## config.mk

```make
export PLATFORM = sky130hd
export DESIGN_NAME = regfile_wr_sched
export DESIGN_NICKNAME = d
export VERILOG_FILES = /design/src/rtl/regfile_pkg.sv /design/src/rtl/regfile_wr_arb2.sv /design/src/rtl/regfile_wr_sched.sv
export SDC_FILE = /design/constraint.sdc
export NUM_CORES = 1
export LEC_CHECK = 0
export ABC_CLOCK_PERIOD_IN_PS = 2600
export CAP_MARGIN = 20
export CORE_MARGIN = 2
export CORE_UTILIZATION = 40
export CTS_BUF_LIST = sky130_fd_sc_hd__clkbuf_4
export DETAILED_ROUTE_END_ITERATION = 6
export PLACE_DENSITY = 0.81
export SETUP_SLACK_MARGIN = 0.5
export SLEW_MARGIN = 20
export SYNTH_ARGS = -nofsm -noshare
export SYNTH_HDL_FRONTEND = slang
export SYNTH_SLANG_ARGS = --single-unit
```

## constraint.sdc

```tcl
create_clock -name i_clk -period 2.6 [get_ports i_clk]
set_input_delay 0.26 -clock i_clk [delete_from_list [all_inputs] [get_ports i_clk]]
set_output_delay 0.26 -clock i_clk [all_outputs]
set_load 0.01 [all_outputs]
```

## src/rtl/regfile_pkg.sv

```systemverilog
// Shared definitions for the register-file write scheduler.
// Holds the register address width, the register count and the scheduler FSM states.
package regfile_pkg;

    localparam int unsigned REG_ADDR_W = 5;
    localparam int unsigned NUM_REGS   = 32;

    typedef enum logic {
        StIdle  = 1'b0,
        StClear = 1'b1
    } wr_state_e;

    // x0 is hardwired to zero, so writes to it are accepted but never emitted.
    function automatic logic is_zero_reg(input logic [REG_ADDR_W-1:0] addr);
        return addr == '0;
    endfunction

endpackage

```

## src/rtl/regfile_wr_arb2.sv

```systemverilog
// Two-way writeback arbiter used by regfile_wr_sched.
// Macro REGFILE_WR_SCHED_RR_EN: when defined, round-robin on contention (pointer moves only
// on a contended grant). When undefined, fixed priority with requester 1 winning contention.
module regfile_wr_arb2 (
`ifdef REGFILE_WR_SCHED_RR_EN
    input  logic clk,
    input  logic rst_n,
`endif
    input  logic en,
    input  logic req0,
    input  logic req1,
    output logic gnt0,
    output logic gnt1
);

`ifdef REGFILE_WR_SCHED_RR_EN
    // High when requester 1 is owed the next contended grant.
    logic prio1_q;

    // Grant decode: uncontended requests pass through, contention follows the pointer.
    always_comb begin
        gnt0 = 1'b0;
        gnt1 = 1'b0;
        if (en) begin
            if (req0 && req1) begin
                gnt0 = ~prio1_q;
                gnt1 = prio1_q;
            end else begin
                gnt0 = req0;
                gnt1 = req1;
            end
        end
    end

    // Pointer flips to the loser after each contended grant.
    always_ff @(posedge clk or negedge rst_n) begin
        if (!rst_n) begin
            prio1_q <= 1'b0;
        end else if (en && req0 && req1) begin
            prio1_q <= ~prio1_q;
        end
    end
`else
    // Fixed priority: the LSU (requester 1) always wins contention.
    always_comb begin
        gnt1 = en & req1;
        gnt0 = en & req0 & ~req1;
    end
`endif

endmodule

```

## src/rtl/regfile_wr_sched.sv

```systemverilog
// Register-file write scheduler: arbitrates ALU/LSU writebacks onto one registered write
// port and runs a clear sequence that zeroes CLR_FIRST..x31, one register per cycle.
// Macro REGFILE_WR_SCHED_RR_EN selects round-robin arbitration (default: fixed, LSU wins).
module regfile_wr_sched
    import regfile_pkg::*;
#(
    parameter int unsigned XLEN      = 32,
    parameter int unsigned CLR_FIRST = 1
) (
    input  logic                  i_clk,
    input  logic                  rst_n,
    input  logic                  i_clear_req,
    output logic                  o_clear_busy,
    input  logic                  i_req0_valid,
    input  logic [REG_ADDR_W-1:0] i_req0_addr,
    input  logic [XLEN-1:0]       i_req0_data,
    output logic                  o_req0_ready,
    input  logic                  i_req1_valid,
    input  logic [REG_ADDR_W-1:0] i_req1_addr,
    input  logic [XLEN-1:0]       i_req1_data,
    output logic                  o_req1_ready,
    output logic                  o_wren,
    output logic [REG_ADDR_W-1:0] o_rd_addr,
    output logic [XLEN-1:0]       o_rd_data
);

    localparam logic [REG_ADDR_W-1:0] FirstAddr = REG_ADDR_W'(CLR_FIRST);
    localparam logic [REG_ADDR_W-1:0] LastAddr  = REG_ADDR_W'(NUM_REGS - 1);

    wr_state_e             state_q, state_d;
    logic [REG_ADDR_W-1:0] clr_cnt_q, clr_cnt_d;
    logic                  wren_q, wren_d;
    logic [REG_ADDR_W-1:0] addr_q, addr_d;
    logic [XLEN-1:0]       data_q, data_d;

    logic arb_en;
    logic gnt0;
    logic gnt1;

    // Requesters are only served in IDLE, and a clear request pre-empts them.
    assign arb_en = (state_q == StIdle) && !i_clear_req;

    regfile_wr_arb2 u_arb (
`ifdef REGFILE_WR_SCHED_RR_EN
        .clk   (i_clk),
        .rst_n (rst_n),
`endif
        .en    (arb_en),
        .req0  (i_req0_valid),
        .req1  (i_req1_valid),
        .gnt0  (gnt0),
        .gnt1  (gnt1)
    );

    // Readies are forced low asynchronously while reset is held.
    assign o_req0_ready = gnt0 & rst_n;
    assign o_req1_ready = gnt1 & rst_n;

    assign o_clear_busy = (state_q == StClear);
    assign o_wren       = wren_q;
    assign o_rd_addr    = addr_q;
    assign o_rd_data    = data_q;

    // Next-state: FSM, clear counter and the write to present next cycle.
    always_comb begin
        state_d   = state_q;
        clr_cnt_d = clr_cnt_q;
        wren_d    = 1'b0;
        addr_d    = addr_q;
        data_d    = data_q;
        unique case (state_q)
            StIdle: begin
                if (i_clear_req) begin
                    // First clear write lands directly after any write already in flight.
                    state_d   = StClear;
                    clr_cnt_d = FirstAddr;
                    wren_d    = 1'b1;
                    addr_d    = FirstAddr;
                    data_d    = '0;
                end else if (gnt0) begin
                    if (!is_zero_reg(i_req0_addr)) begin
                        wren_d = 1'b1;
                        addr_d = i_req0_addr;
                        data_d = i_req0_data;
                    end
                end else if (gnt1) begin
                    if (!is_zero_reg(i_req1_addr)) begin
                        wren_d = 1'b1;
                        addr_d = i_req1_addr;
                        data_d = i_req1_data;
                    end
                end
            end
            StClear: begin
                // clr_cnt_q tracks the address currently on the write port.
                if (clr_cnt_q == LastAddr) begin
                    state_d   = StIdle;
                    clr_cnt_d = FirstAddr;
                end else begin
                    clr_cnt_d = clr_cnt_q + REG_ADDR_W'(1);
                    wren_d    = 1'b1;
                    addr_d    = clr_cnt_q + REG_ADDR_W'(1);
                    data_d    = '0;
                end
            end
            default: begin
                state_d = StIdle;
            end
        endcase
    end

    // State and registered write port.
    always_ff @(posedge i_clk or negedge rst_n) begin
        if (!rst_n) begin
            state_q   <= StIdle;
            clr_cnt_q <= FirstAddr;
            wren_q    <= 1'b0;
            addr_q    <= '0;
            data_q    <= '0;
        end else begin
            state_q   <= state_d;
            clr_cnt_q <= clr_cnt_d;
            wren_q    <= wren_d;
            addr_q    <= addr_d;
            data_q    <= data_d;
        end
    end

endmodule

```

# ---- Word-level counts from Yosys, hierarchy flattened
# Index checks and enable logic that the tools add are counted.
dict set report word_totals {
  ff_bits 44
  wordCells 50
}
dict set report classes {
  n_addsub 1
  eq_ne 6
  reduce_logical 5
  muxes 26
  bitwise 7
}
# cell n
set ops {}
lappend ops {{$mux W32} 6}
lappend ops {{$pmux W32 S2} 1}
lappend ops {{$mux W5} 8}
lappend ops {{$pmux W5 S2} 2}
lappend ops {{$ne A4 B4 Y1 const B} 3}
lappend ops {{$logic_not A5 Y1} 2}
lappend ops {{$mux W1} 7}
lappend ops {{$add A5 B1 Y5 const B} 1}
lappend ops {{$and A1 B1 Y1} 5}
lappend ops {{$eq A5 B5 Y1 const B} 1}
lappend ops {{$ne A2 B2 Y1 const B} 2}
lappend ops {{$pmux W1 S2} 2}
lappend ops {{$reduce_and A4 Y1} 1}
lappend ops {{$not A1 Y1} 2}
lappend ops {{$logic_and A1 B1 Y1} 1}
lappend ops {{$logic_not A1 Y1} 1}

# ---- Depth between registers and ports, before layout
dict set report depth {
  ltp_word 7
  depth_mapped 8
  depth_no_buf 7
}

# ---- Hierarchy
# A second synthesis with hierarchy kept.
dict set report hier_totals {
  cells_unflattened 170
  hier_area_um2 2234.6
}
# mod area_per_inst_um2 instances cells_per_inst
set by_module_without_submodules {}
lappend by_module_without_submodules {regfile_wr_sched 2218.4 1 168}
lappend by_module_without_submodules {regfile_wr_arb2 16.3 1 2}

# ---- Worst setup path before layout
# No wires, ideal clock.
dict set report synth_timing {
  path_type {reg-to-reg}
  startpoint {register clr_cnt_q[0]}
  endpoint {register data_q[10] (netlist: o_rd_data[10])}
  setup_time_ps 125
  arrival_time_ps 2045
  n_path_buf 2
  period_less_slack_ps 2170
  stages_incl_launch_ff 9
  setup_slack_ps 430
  cell_sequence {dfstp_2 > ha_1 > and3_1 > ha_1 > and2_1 > o31ai_1 > buf_6 > buf_6 > mux2_4}
}
dict set report synth_between {
  elab_chain_len 3
}
# element line_no
set synth_lines {}
lappend synth_lines {{start, declared} regfile_wr_sched.sv:31} ;# logic [REG_ADDR_W-1:0] clr_cnt_q, clr_cnt_d;
lappend synth_lines {{start signal, assigned} regfile_wr_sched.sv:116} ;# clr_cnt_q <= FirstAddr;
lappend synth_lines {{start signal, assigned} regfile_wr_sched.sv:122} ;# clr_cnt_q <= clr_cnt_d;
lappend synth_lines {{$eq A5 B5 Y1} regfile_wr_sched.sv:96} ;# if (clr_cnt_q == LastAddr) begin
lappend synth_lines {{$ne A2 B2 Y1 (no line)} -}
lappend synth_lines {{$reduce_and A4 Y1 (no line)} -}
lappend synth_lines {{end signal, assigned} regfile_wr_sched.sv:125} ;# data_q <= data_d;
lappend synth_lines {{end, declared} regfile_wr_sched.sv:34} ;# logic [XLEN-1:0] data_q, data_d;
# Every way passes these cells.
# A chain may end at the register's enable or synchronous reset.

# ---- Final worst setup path
dict set report layout_timing {
  startpoint {register state_q (netlist: o_clear_busy)}
  endpoint {register data_q[15] (netlist: o_rd_data[15])}
}
dict set report layout_between {
  elab_chain_len 7
}
# element line_no
set layout_lines {}
lappend layout_lines {{start, declared} regfile_wr_sched.sv:30} ;# wr_state_e state_q, state_d;
lappend layout_lines {{start signal, assigned} regfile_wr_sched.sv:115} ;# state_q <= StIdle;
lappend layout_lines {{start signal, assigned} regfile_wr_sched.sv:121} ;# state_q <= state_d;
lappend layout_lines {{$not A1 Y1} -}
lappend layout_lines {{$logic_and A1 B1 Y1} regfile_wr_sched.sv:41} ;# assign arb_en = (state_q == StIdle) && !i_clear_req;
lappend layout_lines {{$and A1 B1 Y1 (2 in series)} regfile_wr_arb2.sv:47} ;# gnt0 = en & req0 & ~req1;
lappend layout_lines {{$mux W32} regfile_wr_sched.sv:80} ;# end else if (gnt0) begin
lappend layout_lines {{$mux W32} regfile_wr_sched.sv:73} ;# if (i_clear_req) begin
lappend layout_lines {{$pmux W32 S2} regfile_wr_sched.sv:71} ;# unique case (state_q)
# Several ways; a longest one is shown, not always the timed one.

==> flow_metrics.py <==
metrics = {
    "synth": {
        "yosys.area.top_type": "dfrtp_1",
        "synthDistinctLibCells": 30,
        "syn-num-nets": 251,
        "synth_cells": 170,
        "postSynthRegisterBits": 44,
        "synth_area_um2": 2210,
        "area_fraction_of_the_dominant_cell_type_after_synthesis_pct": 48.6,
        "synth-seq-area-share_pct": 49.8,
        "postSynthAreaPerCell_um2": 13.0,
        "yosysWarnings": 0,
        "synthTopCellsByArea": "dfrtp_1 49%, a22o_1 13%, mux2_4 11%",
    },
    "floorplanning": {
        "core_region_area_um2": 5440,
        "std_cell_rows": 27,
        "start_util_pct": 40.7,
        "die-area_um2": 6140,
        "dieWidth_um": 78.4,
        "ioPinCount": 120,
        "chipHeight_um": 78.4,
    },
    "worst_setup_path": {
        "critPathCaptureType": "flip-flop",
        "critical_path_arrival_ns": 2.35,
        "cp.required_ns": 2.85,
        "critPathMaxFanout": 7,
        "kind_of_critical_path": "reg2reg",
        "start_kind": "flip-flop",
    },
    "route": {
        "postRouteWirelength_um": 6290,
        "drt_pre_antenna_iters": 6,
        "detailroute.via_count": 1970,
        "detailedRoute.firstIterationViolations": 102,
        "remaining_drc_errors": 0,
        "wl_per_cell_um": 16.8,
        "drt.antenna.violating_nets": 0,
        "post_drt_via_cell_ratio": 5.27,
    },
    "place": {
        "dp.final_hpwl_um": 4360,
        "place.detailed.instances": 358,
        "port-buffer-count": 119,
        "globalplace.congestion": 0.838,
        "total_cell_area_at_the_placement_stage_um2": 3520,
    },
    "clock_network": {
        "clk_transition_reported_paths_ns": 0.13,
        "cts_buffers": 5,
        "clk_path_buf_depth": 2,
        "clock_tree_from_tritoncts": "built",
        "h_tree_depth": 2,
        "clock-root-buffer": "clkbuf_4",
        "cts_sinks": 44,
        "clock_latency_ns": 0.36,
    },
    "timing": {
        "timing_hold_violations_final": 0,
        "tightestPinTransition_ns": 0.542,
        "final_min_period_over_clock_period_pct": 80.8,
        "max_freq_mhz": 476,
        "timing.final.crit_period_ns": 2.10,
        "grt_setup_unrepaired": "yes",
        "worst_clock_skew_ns": 0.00785,
        "finalMaxSlewViolations": 0,
        "maxSlewHeadroom_pct": 63.9,
        "setup_viol_count_final": 0,
        "setup-tns-final_ns": 0,
    },
    "cells_and_area": {
        "nets": 383,
        "fillCellCount": 416,
        "antenna-diode-count": 0,
        "layout.cells.non_filler": 374,
        "postLayoutCoreUtil_pct": 69.5,
        "final_cell_area_um2": 3780,
        "area_growth_syn_to_fin_pct": 70.8,
        "post_route_cells_drive_above_1_share_pct": 23.2,
    },
    "global_route": {
        "groute.layer.met1.usage_pct": 22.8,
        "antenna_found_initial": 0,
        "grt_use_total_pct": 20.1,
        "grt_pass1_vias": 2004,
        "groute.layer.met2.usage_pct": 36.7,
        "grt_first_pass_wirelength_um": 9530,
        "grt-busiest-layer": "met2",
        "grt_remaining_overflow": 0,
        "maximum_number_of_pins_on_one_net_before_global_route_repair": 45,
        "grt_use_met3_pct": 5.29,
    },
    "power_and_ir_drop": {
        "finalPower_w": 0.00254,
        "vdd_drop_max_mv": 0.299,
        "power_density_of_the_placed_cells_nw_per_um2": 672,
        "cellLeakagePower_nw": 1.76,
    },
    "hold_path": {
        "hp-class": "in2async",
    },
    "outcome": {
        "status": "completed",
    },
    "flow_run": {
        "max-cap-violations": 0,
    },
}
[metal layers]
| layer | part of all wire [%] | routed length [um] | up-vias |
|---|---|---|---|
| met2 | 52 | 3270 | 95 |
| met4 | 2.0 | 125 | 0 |
| met3 | 7.6 | 478 | 10 |
| met5 | 0 | 0 | - |
| li1 | - | - | 913 |
| met1 | 38 | 2420 | 952 |
[where the power goes]
group	total, W	internal, W	switching, W
combinational	0.00128	0.000787	0.000496
sequential	0.000940	0.000839	0.000101
clock	0.000318	0.0000988	0.000220
[final timing paths]
path | start | to | slack [ns] | cells after the start
worst max-delay path | o_clear_busy | o_rd_data[15] | 0.50 | 6
worst min-delay path | rst_n | o_rd_data[13] | 0.02 | 2
worst max register to register | o_clear_busy | o_rd_data[15] | 0.50 | 6
worst min register to register | o_rd_data[28] | o_rd_data[28] | 0.52 | 1
max in group asynchronous | rst_n | clr_cnt_q[0] | 2.21 | 2
min in group i_clk | o_rd_data[28] | o_rd_data[28] | 0.52 | 1
[what timing repair did]
action / CTS / global route
resized for setup: 13 / 11
endpoints found under the setup margin: 36 / 38
gates cloned: 1 / 1
pin swaps: 1 / 2
buffers inserted: 5 / 2
hold buffers: 0 / 0
endpoints found under the hold margin: 0 / 0
[registers in the layout, summed over array words and instances, names as in the netlist]
signal,cells
clr_cnt_q,5
o_rd_data,32
o_clear_busy,1
o_wren,1
o_rd_addr,5
[placed cells by master (no fill, tap or decap), drive strengths merged, types with 4 or more instances in the layout]
master	synthesis	layout
clkdlybuf4s50	0	116
dfrtp	43	43
a22o	34	34
mux2	34	34
buf	7	19
inv	6	6
clkbuf	6	6
o21ai	4	4
a222oi	4	4
[final cells by class]
cell class	count	area [um^2]	share of cell area, %
Clock inverter	2	12.5	0.331
Inverter	6	22.5	0.596
Timing Repair Buffer	138	1400	37.1
Clock buffer	5	37.5	0.993
Sequential cell	44	1100	29.2
Tap cell	72	90.1	2.38
Multi-Input combinational cell	107	1110	29.4
[worst max-delay path, cell delays in order (launching register included)]
cell       delay (ns)
dfrtp_1          0.42
or4_1            0.60
nor4_4           0.24
o31ai_4          0.12
buf_6            0.16
clkbuf_16        0.16
mux2_4           0.29
[through the flow]
| step | hold WS (ns) | setup slack, ns |
|---|---|---|
| floorplan | -0.0356 | 0.498 |
| global placement | 0.421 | 0.245 |
| detailed placement | 0.428 | 0.130 |
| CTS | 0.0306 | 0.447 |
| global route | 0.0526 | 0.440 |
| finish | 0.0228 | 0.498 |
[synth_stat cells]
master and n:
and2_1 3, xnor2_1 1, xor2_1 1, nor2_1 2, or4_1 2, o21ai_0 4, o211ai_1 1, dfrtp_1 43
nand2_1 3, nor4_1 1, nand3_1 1, mux2_2 18, o31ai_1 1, a22o_1 34, buf_6 3, buf_1 2
mux2_4 16, nor2b_1 2, a222oi_1 4, nand2b_1 1, ha_1 2, mux2i_1 3, clkbuf_1 6, dfstp_2 1
a21oi_1 1, and3_1 3, nor3_1 2, inv_1 6, buf_2 2, a221o_1 1
[cell families after synthesis]
family | share of synthesized area (%)
simple gates | 5.03
flops | 49.8
buf+inv | 4.35
mux | 21.4
fa+ha+maj | 1.13
compound gates | 17.5
xor+xnor | 0.792
(Power assumes the default switching activity.)
